File: src/rtl/hex_ascii_parser_if.sv
// Character-in / word-out handshake bundle for the ASCII hex parser.
// The parser takes the slave side; the character source and word consumer take master.
interface hex_ascii_parser_if #(
  parameter int WIDTH = 32
);
  localparam int MAXD = WIDTH / 4;
  localparam int CW   = $clog2(MAXD + 1);

  logic             in_valid;
  logic [7:0]       in_data;
  logic             in_ready;
  logic             out_valid;
  logic [WIDTH-1:0] out_value;
  logic [CW-1:0]    out_digits;
  logic             out_ready;
  logic             err;

  modport slave (
    input  in_valid, in_data, out_ready,
    output in_ready, out_valid, out_value, out_digits, err
  );

  modport master (
    output in_valid, in_data, out_ready,
    input  in_ready, out_valid, out_value, out_digits, err
  );
endinterface

File: src/rtl/hex_ascii_parser.sv
// Streaming ASCII hex text to binary word parser: one word per delimited token,
// optional 0x/0X prefix, one-cycle err pulse on the first malformed character of a token.
module hex_ascii_parser #(
  parameter int WIDTH = 32
) (
  input  logic              clk,
  input  logic              reset,
  hex_ascii_parser_if.slave bus
);
  localparam int MAXD = WIDTH / 4;
  localparam int CW   = $clog2(MAXD + 1);

  typedef enum logic [1:0] {
    S_IDLE,
    S_DIGITS,
    S_SKIP,
    S_OUT
  } state_t;

  state_t           r_state;
  logic [WIDTH-1:0] r_acc;
  logic [CW-1:0]    r_cnt;
  logic             r_pfx;
  logic             r_in_ready;
  logic             r_out_valid;
  logic [WIDTH-1:0] r_out_value;
  logic [CW-1:0]    r_out_digits;
  logic             r_err;

  logic             w_accept;
  logic             w_is_digit;
  logic             w_is_delim;
  logic             w_is_x;
  logic [3:0]       w_nibble;
  logic [WIDTH-1:0] w_acc_shift;

  assign w_accept = bus.in_valid && r_in_ready;

  always_comb begin
    w_is_digit = 1'b0;
    w_is_delim = 1'b0;
    w_is_x     = 1'b0;
    w_nibble   = 4'h0;
    if (bus.in_data >= 8'h30 && bus.in_data <= 8'h39) begin
      w_is_digit = 1'b1;
      w_nibble   = bus.in_data[3:0];
    end else if ((bus.in_data >= 8'h41 && bus.in_data <= 8'h46) ||
                 (bus.in_data >= 8'h61 && bus.in_data <= 8'h66)) begin
      // 'A'/'a' have low nibble 1, so +9 maps them onto 10..15
      w_is_digit = 1'b1;
      w_nibble   = bus.in_data[3:0] + 4'd9;
    end else if (bus.in_data == 8'h78 || bus.in_data == 8'h58) begin
      w_is_x = 1'b1;
    end else if (bus.in_data == 8'h20 || bus.in_data == 8'h09 || bus.in_data == 8'h0D ||
                 bus.in_data == 8'h0A || bus.in_data == 8'h2C) begin
      w_is_delim = 1'b1;
    end
  end

  generate
    if (WIDTH == 4) begin : g_narrow
      assign w_acc_shift = w_nibble;
    end else begin : g_wide
      assign w_acc_shift = {r_acc[WIDTH-5:0], w_nibble};
    end
  endgenerate

  always_ff @(posedge clk or posedge reset) begin
    if (reset) begin
      r_state      <= S_IDLE;
      r_acc        <= '0;
      r_cnt        <= '0;
      r_pfx        <= 1'b0;
      r_in_ready   <= 1'b1;
      r_out_valid  <= 1'b0;
      r_out_value  <= '0;
      r_out_digits <= '0;
      r_err        <= 1'b0;
    end else begin
      r_err <= 1'b0;
      case (r_state)
        S_IDLE: begin
          if (w_accept) begin
            if (w_is_digit) begin
              r_acc   <= WIDTH'(w_nibble);
              r_cnt   <= CW'(1);
              r_pfx   <= 1'b0;
              r_state <= S_DIGITS;
            end else if (!w_is_delim) begin
              r_err   <= 1'b1;
              r_state <= S_SKIP;
            end
          end
        end
        S_DIGITS: begin
          if (w_accept) begin
            if (w_is_digit) begin
              if (r_cnt == CW'(MAXD)) begin
                r_err   <= 1'b1;
                r_state <= S_SKIP;
              end else begin
                r_acc <= w_acc_shift;
                r_cnt <= r_cnt + CW'(1);
              end
            end else if (w_is_x) begin
              // Only a lone leading '0' may turn into a prefix
              if (r_cnt == CW'(1) && r_acc == '0 && !r_pfx) begin
                r_pfx <= 1'b1;
                r_cnt <= '0;
                r_acc <= '0;
              end else begin
                r_err   <= 1'b1;
                r_state <= S_SKIP;
              end
            end else if (w_is_delim) begin
              if (r_cnt != '0) begin
                r_out_value  <= r_acc;
                r_out_digits <= r_cnt;
                r_out_valid  <= 1'b1;
                r_in_ready   <= 1'b0;
                r_state      <= S_OUT;
              end else begin
                r_err   <= 1'b1;
                r_state <= S_IDLE;
              end
            end else begin
              r_err   <= 1'b1;
              r_state <= S_SKIP;
            end
          end
        end
        S_SKIP: begin
          if (w_accept && w_is_delim) begin
            r_state <= S_IDLE;
          end
        end
        S_OUT: begin
          if (bus.out_ready) begin
            r_out_valid <= 1'b0;
            r_in_ready  <= 1'b1;
            r_state     <= S_IDLE;
          end
        end
        default: r_state <= S_IDLE;
      endcase
    end
  end

  assign bus.in_ready   = r_in_ready;
  assign bus.out_valid  = r_out_valid;
  assign bus.out_value  = r_out_value;
  assign bus.out_digits = r_out_digits;
  assign bus.err        = r_err;
endmodule
File: src/flat_wrapper.sv
// flat-port wrapper written by rule: the top's interface ports become plain ports
module hex_ascii_parser_flat 
#(
  parameter int WIDTH = 32
)
  (clk, reset, bus_in_valid, bus_in_data, bus_out_ready, bus_in_ready, bus_out_valid, bus_out_value, bus_out_digits, bus_err);
  hex_ascii_parser_if #(.WIDTH(WIDTH)) bus_i ();
  input  logic clk;
  input  logic reset;
  input wire logic [$bits(bus_i.in_valid)-1:0] bus_in_valid;
  input wire logic [$bits(bus_i.in_data)-1:0] bus_in_data;
  input wire logic [$bits(bus_i.out_ready)-1:0] bus_out_ready;
  output wire logic [$bits(bus_i.in_ready)-1:0] bus_in_ready;
  output wire logic [$bits(bus_i.out_valid)-1:0] bus_out_valid;
  output wire logic [$bits(bus_i.out_value)-1:0] bus_out_value;
  output wire logic [$bits(bus_i.out_digits)-1:0] bus_out_digits;
  output wire logic [$bits(bus_i.err)-1:0] bus_err;
  assign bus_i.in_valid = bus_in_valid;
  assign bus_i.in_data = bus_in_data;
  assign bus_i.out_ready = bus_out_ready;
  assign bus_in_ready = bus_i.in_ready;
  assign bus_out_valid = bus_i.out_valid;
  assign bus_out_value = bus_i.out_value;
  assign bus_out_digits = bus_i.out_digits;
  assign bus_err = bus_i.err;
  hex_ascii_parser #(.WIDTH(WIDTH)) u_core (.clk(clk), .reset(reset), .bus(bus_i));
endmodule
File: config.mk
export PLATFORM = sky130hd
export DESIGN_NAME = hex_ascii_parser_flat
export DESIGN_NICKNAME = d
export VERILOG_FILES = /design/src/rtl/hex_ascii_parser_if.sv /design/src/rtl/hex_ascii_parser.sv /design/src/flat_wrapper.sv
export SDC_FILE = /design/constraint.sdc
export NUM_CORES = 1
export LEC_CHECK = 0
export BUFFER_PORTS_ARGS = -buffer_cell sky130_fd_sc_hd__buf_2
export CAP_MARGIN = 20
export CORE_MARGIN = 2
export CORE_UTILIZATION = 58
export CTS_BUF_LIST = sky130_fd_sc_hd__clkbuf_16
export CTS_CLUSTER_DIAMETER = 60
export DETAILED_ROUTE_END_ITERATION = 8
export PLACE_DENSITY_LB_ADDON = 0.3
export SLEW_MARGIN = 30
export SYNTH_ARGS = -nofsm -noshare
export SYNTH_HDL_FRONTEND = slang
export SYNTH_SLANG_ARGS = --single-unit
File: constraint.sdc
create_clock -name clk -period 3.3 [get_ports clk]
set_input_delay 0.495 -clock clk [delete_from_list [all_inputs] [get_ports clk]]
set_output_delay 0.495 -clock clk [all_outputs]
set_load 0.1 [all_outputs]
==> results.sh, run 1 <==
export IMPL_cts_hold_buf=0
export IMPL_die_w_um=85.9
export IMPL_top_usage_layer="met2"
export IMPL_overflow=0
export IMPL_rsz0062_at_grt="false"
export IMPL_required_ns=3.55
export IMPL_grtUsageMet2_pct=37.8
export IMPL_fp_row_count=29
export IMPL_place_area_mm2=0.00422
export IMPL_vias=2631
export IMPL_dpl_worst_slack_ns=0.571
export IMPL_power_density_mw_per_mm2=463
export IMPL_fillers=482
export IMPL_netlist_top_cells_area="dfrtp_1 50%, mux2_4 12%, mux2i_1 7.7%, nand2_1 3.9%, inv_1 3.4%"
export IMPL_initial_core_util_pct=60.5
export IMPL_cts_root_buf="clkbuf_16"
export IMPL_timing_fmax_mhz=417
export IMPL_ys_ff_latch=78
export IMPL_syn_inst=327
export IMPL_finalMaxSlewViolations=0
export IMPL_post_dp_hpwl_mm=5.44
export IMPL_arrival_ns=2.65
export IMPL_cts_path_max_buffers=2
export IMPL_cts_tree="built"
export IMPL_gp_congestion=0.810
export IMPL_endpoint_kind="register"
export IMPL_maxCapViolCount=0
export IMPL_numCtsBuffers=9
export IMPL_use_met1_pct=30.4
export IMPL_yosys_cell_types_count=51
export IMPL_drc_errors=6
export IMPL_grt_pass1_wl_mm=13.2
export IMPL_synth_ff_type="dfrtp_1"
export IMPL_synthToLayoutAreaGrowth_pct=15.5
export IMPL_viasPerCell=5.67
export IMPL_hold_class="in -> async"
export IMPL_grtUsageMet3_pct=6.06
export IMPL_setup_viol=0
export IMPL_slew_headroom_pct=60.4
export IMPL_post_drt_wl_per_cell_um=16.7
export IMPL_worstMarginPinSlew_ns=0.594
export IMPL_antennaDiodeCount=0
export IMPL_synthArstFlopShare_pct=100
export IMPL_clkLatencyLatePin_ns=0.34
export IMPL_fin_crit_sh_pct=72.7
export IMPL_synth_area_mm2=0.00389
export IMPL_worst_slack_ns=0.901
export IMPL_antenna_found_initial=0
export IMPL_ctsResizeCount=0
export IMPL_synth_edf_count=0
export IMPL_worst_hold_slack_ns=0.113
export IMPL_cp_start_kind="input pin"
export IMPL_synth_fp_nets=346
export IMPL_multiInputGateArea_mm2=0.00173
export IMPL_run_status="finished with violations"
export IMPL_post_cts_repair_setup_buffers=0
export IMPL_die_h_um=85.9
export IMPL_postRouteAntennaNets=0
export IMPL_drt_pre_antenna_iters=6
export IMPL_grt_usage_pct=23.1
export IMPL_syn_area_per_cell_um2=11.9
export IMPL_failed_checks="DRC"
export IMPL_finalSetupTns_ns=0
export IMPL_drive_gt1_share_pct=31.3
export IMPL_cp_max_fo=28
export IMPL_clk_pin_slew_ns=0.06
export IMPL_synth_area_leader_cell="dfrtp_1"
export IMPL_critPathKind="in -> reg"
export IMPL_clock_skew_ns=0.0109
export IMPL_leakage_nw=2.60
export IMPL_synth_common_cells="77 x dfrtp_1, 40 x nand2_1, 35 x inv_1"
export IMPL_wirelength_mm=7.74
export IMPL_grt_max_degree=35
export IMPL_core_mm2=0.00642
export IMPL_ios=51
export IMPL_seq_area_frac_synth_pct=50.3
export IMPL_seqCellArea_mm2=0.00195
export IMPL_layout_min_cycle_time_ns=2.40
export IMPL_vdd_drop_max_uv=350
export IMPL_synth_top_cell_area_share_pct=49.6
export IMPL_cts_sinks=78
export IMPL_finalHoldViolCount=0
export IMPL_io_buffers=50
export IMPL_htreeDepth=3
export IMPL_yosysWarningCount=0
export IMPL_yosysMostFrequentCell="dfrtp_1"
export IMPL_dieArea_mm2=0.00737
export IMPL_nets=401
export IMPL_grt_pass1_vias=2698
export IMPL_final_area_mm2=0.00449
export IMPL_drt_iter0_markers=200
-- state kept, by name, indices dropped and copies added (netlist names) --
name and flops:
u_core.bus.out_value 32, u_core.bus.in_ready 1, u_core.r_pfx 1, u_core.r_cnt 4
u_core.r_state 2, u_core.r_acc 32, u_core.bus.err 1, u_core.bus.out_valid 1
u_core.bus.out_digits 4
-- per-layer routing --
metal | part of all wire [%] | vias to the layer above
li1 | - | 1254
met1 | 45 | 1296
met2 | 49 | 72
met3 | 4.7 | 9
met4 | 1.3 | 0
met5 | 0 | -
-- cell usage in the layout (no fill, tap or decap), types with 3 or more instances in the layout --
cell type	count
nor2_1	6
nand2_1	40
ha_1	7
mux2i_1	30
buf_4	6
and3_1	5
clkbuf_16	9
buf_2	50
dfrtp_1	77
clkinv_2	4
nor4_1	10
nor2b_1	4
a211o_1	3
inv_1	35
nand3_1	4
o21ai_0	5
and3b_1	3
a21oi_1	6
mux2_2	10
mux2_4	30
-- worst max-delay path, stage by stage --
cell and delay, ns:
buf_2 0.14, inv_1 0.09, ha_1 0.20, or3b_2 0.46
o311ai_2 0.18, a21oi_1 0.19, a21oi_4 0.36, buf_12 0.28
mux2i_1 0.24
-- metrics by stage --
step | utilization (%) | instances | total power, mW
2_1_floorplan | - | 327 | 1.15
3_3_place_gp | 65.8 | 448 | 1.19
3_5_place_dp | 65.8 | 448 | 1.20
4_1_cts | 69.9 | 464 | 2.08
5_1_grt | 69.9 | 464 | 2.16
6_report | 69.9 | 464 | 2.08
-- power breakdown --
group	internal [mW]	leakage, nW	switching, mW
Clock	0.503	0.137	0.388
Combinational	0.0489	1.52	0.0749
Sequential	1.00	0.947	0.0576
Total	1.56	2.60	0.521
-- final cells by class --
type,count,share of cell area [%]
repair buffers,57,7.02
clock inverters,7,0.892
inverters,35,2.93
clock buffers,9,5.02
well taps,77,2.15
multi-input cells,201,38.5
flip-flops and latches,78,43.5
-- path summary, 6_finish.rpt --
| check | from | endpoint | slack [ns] | depth (start not counted) |
|---|---|---|---|---|
| max in group asynchronous | reset | u_core.r_acc[15] | 2.45 | 3 |
| worst min-delay path | reset | u_core.bus.out_value[25] | 0.11 | 2 |
| worst max-delay path | bus_in_data[0] | u_core.r_acc[23] | 0.90 | 9 |
| worst max register to register | u_core.r_cnt[0] | u_core.bus.out_value[15] | 1.03 | 7 |
| worst min register to register | u_core.bus.out_value[31] | u_core.bus.out_value[31] | 0.50 | 1 |
| min in group clk | bus_out_ready | u_core.bus.out_valid | 0.49 | 4 |
-- logic make-up (layout without fill, tap and decap cells) --
logic type               Yosys count  count (layout)  synth area share [%]
buffers and inverters             48             108                  5.57
flip-flops                        78              78                  50.3
AO/OA/AOI/OAI                     35              35                  7.12
multiplexers                      70              70                  22.2
adder cells (fa/ha/maj)            7               7                  2.25
XOR/XNOR                           1               1                 0.419
AND/OR/NAND/NOR                   88              88                  12.2
Power figures use the tool's default switching activity.
==> inputs of run 2 (changes only) <==
--- a/config.mk
+++ b/config.mk
@@ -8,7 +8,7 @@
 export BUFFER_PORTS_ARGS = -buffer_cell sky130_fd_sc_hd__buf_2
 export CAP_MARGIN = 20
 export CORE_MARGIN = 2
-export CORE_UTILIZATION = 58
+export CORE_UTILIZATION = 52
 export CTS_BUF_LIST = sky130_fd_sc_hd__clkbuf_16
 export CTS_CLUSTER_DIAMETER = 60
 export DETAILED_ROUTE_END_ITERATION = 8
==> constraint.sdc (replaced) <==
create_clock -name clk -period 2.15 [get_ports clk]
set_input_delay 0.3225 -clock clk [delete_from_list [all_inputs] [get_ports clk]]
set_output_delay 0.3225 -clock clk [all_outputs]
set_load 0.1 [all_outputs]
==> results.sh, run 2 (same netlist as run 1, synthesis figures left out) <==
export IMPL_run_status="finished with violations"
export IMPL_failed_checks="setup timing"
export IMPL_core_mm2=0.00725
export IMPL_cts_path_max_buffers=2
export IMPL_drive_gt1_share_pct=36.7
export IMPL_leakage_nw=2.75
export IMPL_arrival_ns=2.38
export IMPL_vdd_drop_max_uv=432
export IMPL_viasPerCell=5.34
export IMPL_drt_iter0_markers=140
export IMPL_crit_path_top_delay_cell="dfrtp_1"
export IMPL_setup_viol=2
export IMPL_cts_tree="built"
export IMPL_cts_sinks=78
export IMPL_fin_crit_sh_pct=101
export IMPL_die_w_um=90.5
export IMPL_rsz0062_at_grt="true"
export IMPL_slowest_delay_ns=0.38
export IMPL_final_area_mm2=0.00484
export IMPL_gp_congestion=0.776
export IMPL_instances_no_fill=508
export IMPL_critPathKind="reg -> reg"
export IMPL_postRouteAntennaNets=0
export IMPL_post_dp_hpwl_mm=5.41
export IMPL_worst_slack_ns=-0.0117
export IMPL_ios=51
export IMPL_drt_pre_antenna_iters=4
export IMPL_final_common_cell="dfrtp_1"
export IMPL_clk_pin_slew_ns=0.06
export IMPL_clkLatencyLatePin_ns=0.33
export IMPL_grt_pass1_wl_mm=13.6
export IMPL_grt_usage_pct=20.8
export IMPL_grt_pass1_vias=2795
export IMPL_fp_row_count=31
export IMPL_path_common_cell="buf_4"
export IMPL_slew_headroom_pct=66.6
export IMPL_dieArea_mm2=0.00818
export IMPL_mostFrequentLayoutCells="77 x dfrtp_1, 50 x buf_2, 40 x nand2_1"
export IMPL_antennaDiodeCount=0
export IMPL_worstMarginPinSlew_ns=0.500
export IMPL_hold_class="in -> async"
export IMPL_wirelength_mm=7.75
export IMPL_cts_hold_buf=0
export IMPL_finalMaxSlewViolations=0
export IMPL_initial_core_util_pct=53.6
export IMPL_required_ns=2.37
export IMPL_cp_max_fo=4
export IMPL_io_buffers=50
export IMPL_die_h_um=90.5
export IMPL_cp_cell_sequence="inv_2 > ha_2 > nor4b_4 > buf_4 > nand4_1 > nor3_2 > buf_4 > a21oi_4 > buf_6 > a211o_1"
export IMPL_drc_errors=0
export IMPL_antenna_found_initial=0
export IMPL_synthToLayoutAreaGrowth_pct=24.5
export IMPL_finalHoldViolCount=0
export IMPL_dp_cells=489
export IMPL_nets=424
export IMPL_numCtsBuffers=9
export IMPL_power_mw=3.44
export IMPL_vias=2711
export IMPL_fillers=552
export IMPL_cp_start_kind="register"
export IMPL_post_drt_wl_per_cell_um=15.3
export IMPL_clock_skew_ns=0.00433
export IMPL_cts_root_buf="clkbuf_16"
export IMPL_layout_min_cycle_time_ns=2.16
export IMPL_timing_fmax_mhz=463
export IMPL_overflow=0
export IMPL_maxCapViolCount=0
export IMPL_power_density_mw_per_mm2=712
export IMPL_htreeDepth=3
export IMPL_grt_max_degree=59
export IMPL_place_area_mm2=0.00445
export IMPL_finalSetupTns_ns=-0.0165
export IMPL_endpoint_kind="register"
run 2: cell count changes in the layout (fill, tap and decap cells not counted), moves of 2 or more:
| cell | delta |
|---|---|
| buf_4 | +18 |
| buf_12 | +4 |
| clkinv_2 | -4 |
| ha_1 | -3 |
| ha_2 | +3 |
| bufinv_16 | +2 |
| clkinvlp_4 | +2 |
| inv_1 | -2 |
run 2: repair_timing:
action                     in CTS  in global routing
gates resized for setup         2                  5
pin swaps                       0                  3
setup endpoints to repair      31                 57
setup buffers                   0                  4
run 2: final timing paths:
path                                          startpoint                        to  slack (ns)  cells past startpoint
worst max-delay path                     u_core.r_cnt[1]           u_core.r_cnt[2]       -0.01                     10
worst min-delay path                               reset  u_core.bus.out_value[25]        0.02                      2
worst max register to register           u_core.r_cnt[1]           u_core.r_cnt[2]       -0.01                     10
worst min register to register  u_core.bus.out_value[30]  u_core.bus.out_value[30]        0.50                      1
max in group asynchronous                          reset           u_core.r_acc[2]        1.51                      3
min in group clk                           bus_out_ready      u_core.bus.out_valid        0.31                      4
run 2: routing by layer:
layer / vias up / part of all wire [%] / track usage [%] / wire (µm)
li1: 1294 / - / - / -
met1: 1341 / 47 / 28.1 / 3610
met3: 17 / 3.6 / 4.76 / 280
met5: - / 0 / 0 / 0
met4: 0 / 2.2 / 7.18 / 170
met2: 59 / 48 / 33.3 / 3690
run 2: where the power goes:
group	total (mW)	internal (mW)	switching, mW
clock	1.60	1.01	0.593
sequential	1.63	1.54	0.0905
combinational	0.212	0.0930	0.119
run 2: critical path, delay by kind of cell (launching register included):
family / cells / cell delay (ns)
AO/OA/AOI/OAI: 2 / 0.36
adder cells (fa/ha/maj): 1 / 0.16
buffers and inverters: 4 / 0.53
flip-flops: 1 / 0.38
AND/OR/NAND/NOR: 3 / 0.61
run 2: through the flow:
stage,setup slack (ns),util (%),hold WS [ns]
after floorplan,0.0000302,-,0.499
after global placement,-0.0967,61.4,0.369
after detailed placement,-0.190,61.4,0.384
after CTS,0.0181,65.9,0.0272
after global routing,-0.116,66.7,0.0543
final,-0.0117,66.7,0.0171
run 2: final cells by class:
cell class / count / area [µm²] / share of cell area [%]
Multi-Input combinational cell: 201 / 1770 / 36.6
Timing Repair Buffer: 80 / 542 / 11.2
Clock buffer: 9 / 225 / 4.66
Tap cell: 99 / 124 / 2.56
Sequential cell: 78 / 1950 / 40.4
Inverter: 35 / 135 / 2.79
Clock inverter: 6 / 87.6 / 1.81
==> inputs of run 3 (changes only) <==
--- a/config.mk
+++ b/config.mk
@@ -5,7 +5,7 @@
 export SDC_FILE = /design/constraint.sdc
 export NUM_CORES = 1
 export LEC_CHECK = 0
-export BUFFER_PORTS_ARGS = -buffer_cell sky130_fd_sc_hd__buf_2
+export BUFFER_PORTS_ARGS = -buffer_cell sky130_fd_sc_hd__buf_4
 export CAP_MARGIN = 20
 export CORE_MARGIN = 2
 export CORE_UTILIZATION = 52
==> results.sh, run 3 (same netlist as run 1, synthesis figures left out) <==
export IMPL_initial_core_util_pct=53.6
export IMPL_worstMarginPinSlew_ns=0.428
export IMPL_numCtsBuffers=9
export IMPL_post_dp_hpwl_mm=5.50
export IMPL_nets=424
export IMPL_core_mm2=0.00725
export IMPL_reg2reg_from="u_core.r_cnt[1]"
export IMPL_maxCapViolCount=0
export IMPL_drt_pre_antenna_iters=4
export IMPL_drive_gt1_share_pct=37.1
export IMPL_cts_root_buf="clkbuf_16"
export IMPL_finalMaxSlewViolations=0
export IMPL_die_w_um=90.5
export IMPL_cts_path_max_buffers=2
export IMPL_grt_pass1_vias=2692
export IMPL_required_ns=2.38
export IMPL_cts_tree="built"
export IMPL_wl_met3_um=249
export IMPL_post_drt_wl_per_cell_um=16.2
export IMPL_mostFrequentLayoutCells="77 x dfrtp_1, 72 x buf_4, 40 x nand2_1"
export IMPL_timing_fmax_mhz=480
export IMPL_cts_sinks=78
export IMPL_clkLatencyLatePin_ns=0.34
export IMPL_wirelength_mm=8.22
export IMPL_reg2regPathDepth=8
export IMPL_drt_iter0_markers=183
export IMPL_gp_congestion=0.812
export IMPL_highest_layer="met4"
export IMPL_clock_skew_ns=0.00470
export IMPL_power_density_mw_per_mm2=663
export IMPL_io_buffers=50
export IMPL_dp_cells=489
export IMPL_grt_usage_pct=20.7
export IMPL_reg2reg_slack_ns=0.07
export IMPL_cp_max_fo=14
export IMPL_synthToLayoutAreaGrowth_pct=28.1
export IMPL_arrival_ns=2.31
export IMPL_cp_start_kind="register"
export IMPL_hold_class="in -> async"
export IMPL_grt_pass1_wl_mm=13.4
export IMPL_run_status="finished with violations"
export IMPL_failed_checks="hold timing"
export IMPL_finalSetupTns_ns=0
export IMPL_critPathKind="reg -> reg"
export IMPL_endpoint_kind="register"
export IMPL_ios=51
export IMPL_htreeDepth=3
export IMPL_setup_viol=0
export IMPL_wl_met1_mm=3.63
export IMPL_reg2reg_to="u_core.bus.out_value[25]"
export IMPL_vias=2770
export IMPL_instances_no_fill=509
export IMPL_overflow=0
export IMPL_worst_slack_ns=0.0659
export IMPL_die_h_um=90.5
export IMPL_fin_crit_sh_pct=96.9
export IMPL_slew_headroom_pct=70.7
export IMPL_viasPerCell=5.44
export IMPL_dieArea_mm2=0.00818
export IMPL_grt_max_degree=60
export IMPL_postRouteAntennaNets=0
export IMPL_worst_hold_slack_ns=-0.00139
export IMPL_leakage_nw=2.76
export IMPL_vdd_drop_max_uv=502
export IMPL_drc_errors=0
export IMPL_finalHoldViolCount=3
export IMPL_layout_min_cycle_time_ns=2.08
export IMPL_route_met2_wl_mm=4.23
export IMPL_antenna_found_initial=0
export IMPL_dpl_worst_slack_ns=-0.213
export IMPL_clk_pin_slew_ns=0.06
export IMPL_final_common_cell="dfrtp_1"
export IMPL_fp_row_count=31
export IMPL_antennaDiodeCount=0
-- run 3: changes by cell type in the layout (fill, tap and decap cells not counted), moves of 2 or more --
cell | previous run | this run
inv_6 | 0 | 2
buf_4 | 24 | 72
buf_2 | 50 | 0
bufinv_16 | 2 | 0
clkbuf_16 | 9 | 11
-- run 3: per-layer routing --
metal	GRT usage [%]	vias to the layer above
li1	-	1304
met1	27.9	1390
met2	33.6	67
met3	3.76	9
met4	7.69	0
met5	0	-
-- run 3: cell type report --
cell class / count / area (µm²)
fillers: 537 / 2270
flip-flops and latches: 78 / 1950
multi-input cells: 201 / 1780
repair buffers: 80 / 702
clock buffers: 9 / 225
inverters: 35 / 135
well taps: 99 / 124
clock inverters: 7 / 57.6
-- run 3: metrics by stage --
step	cell area, µm²	hold slack (ns)	power [mW]	util, %
floorplan	3910	0.499	1.76	-
global placement	4580	0.365	1.86	63.1
detailed placement	4580	0.373	1.87	63.1
CTS	4880	0.0153	3.32	67.2
global route	4980	0.0363	3.43	68.6
finish	4980	-0.00139	3.30	68.6
-- run 3: how the worst max path moves through the flow --
stage / from / end / slack [ns] / depth (start not counted)
2_1_floorplan: bus_in_data[0] / u_core.bus.out_value[10] / 0.00003 / 8
3_3_place_gp: bus_in_data[1] / u_core.r_acc[31] / -0.15 / 9
3_5_place_dp: bus_in_data[1] / u_core.r_acc[24] / -0.21 / 9
4_1_cts: u_core.r_cnt[0] / u_core.r_acc[24] / 0.009 / 9
5_1_grt: u_core.r_cnt[1] / u_core.bus.out_value[26] / -0.02 / 8
6_report: u_core.r_cnt[1] / u_core.bus.out_value[25] / 0.07 / 8
-- run 3: repair_timing --
item                                    in CTS  in global routing
buffers inserted                             0                  3
pin swaps                                    0                  2
gates resized for setup                      2                  5
hold buffers                                 0                  0
cloned                                       0                  3
endpoints found under the setup margin      32                 64
-- run 3: where the power goes --
part / switching (mW) / total (mW) / internal [mW]
sequential: 0.0937 / 1.63 / 1.54
combinational: 0.124 / 0.225 / 0.101
clock: 0.644 / 1.44 / 0.797
total: 0.862 / 3.30 / 2.44
-- run 3: worst max-delay path, stage by stage (launching register included) --
cell and delay [ns]:
dfrtp_1 0.35, inv_1 0.06, buf_4 0.13, ha_2 0.17, nor3b_4 0.16, a2111oi_4 0.29
nand4_4 0.26, buf_12 0.24, mux2_4 0.30
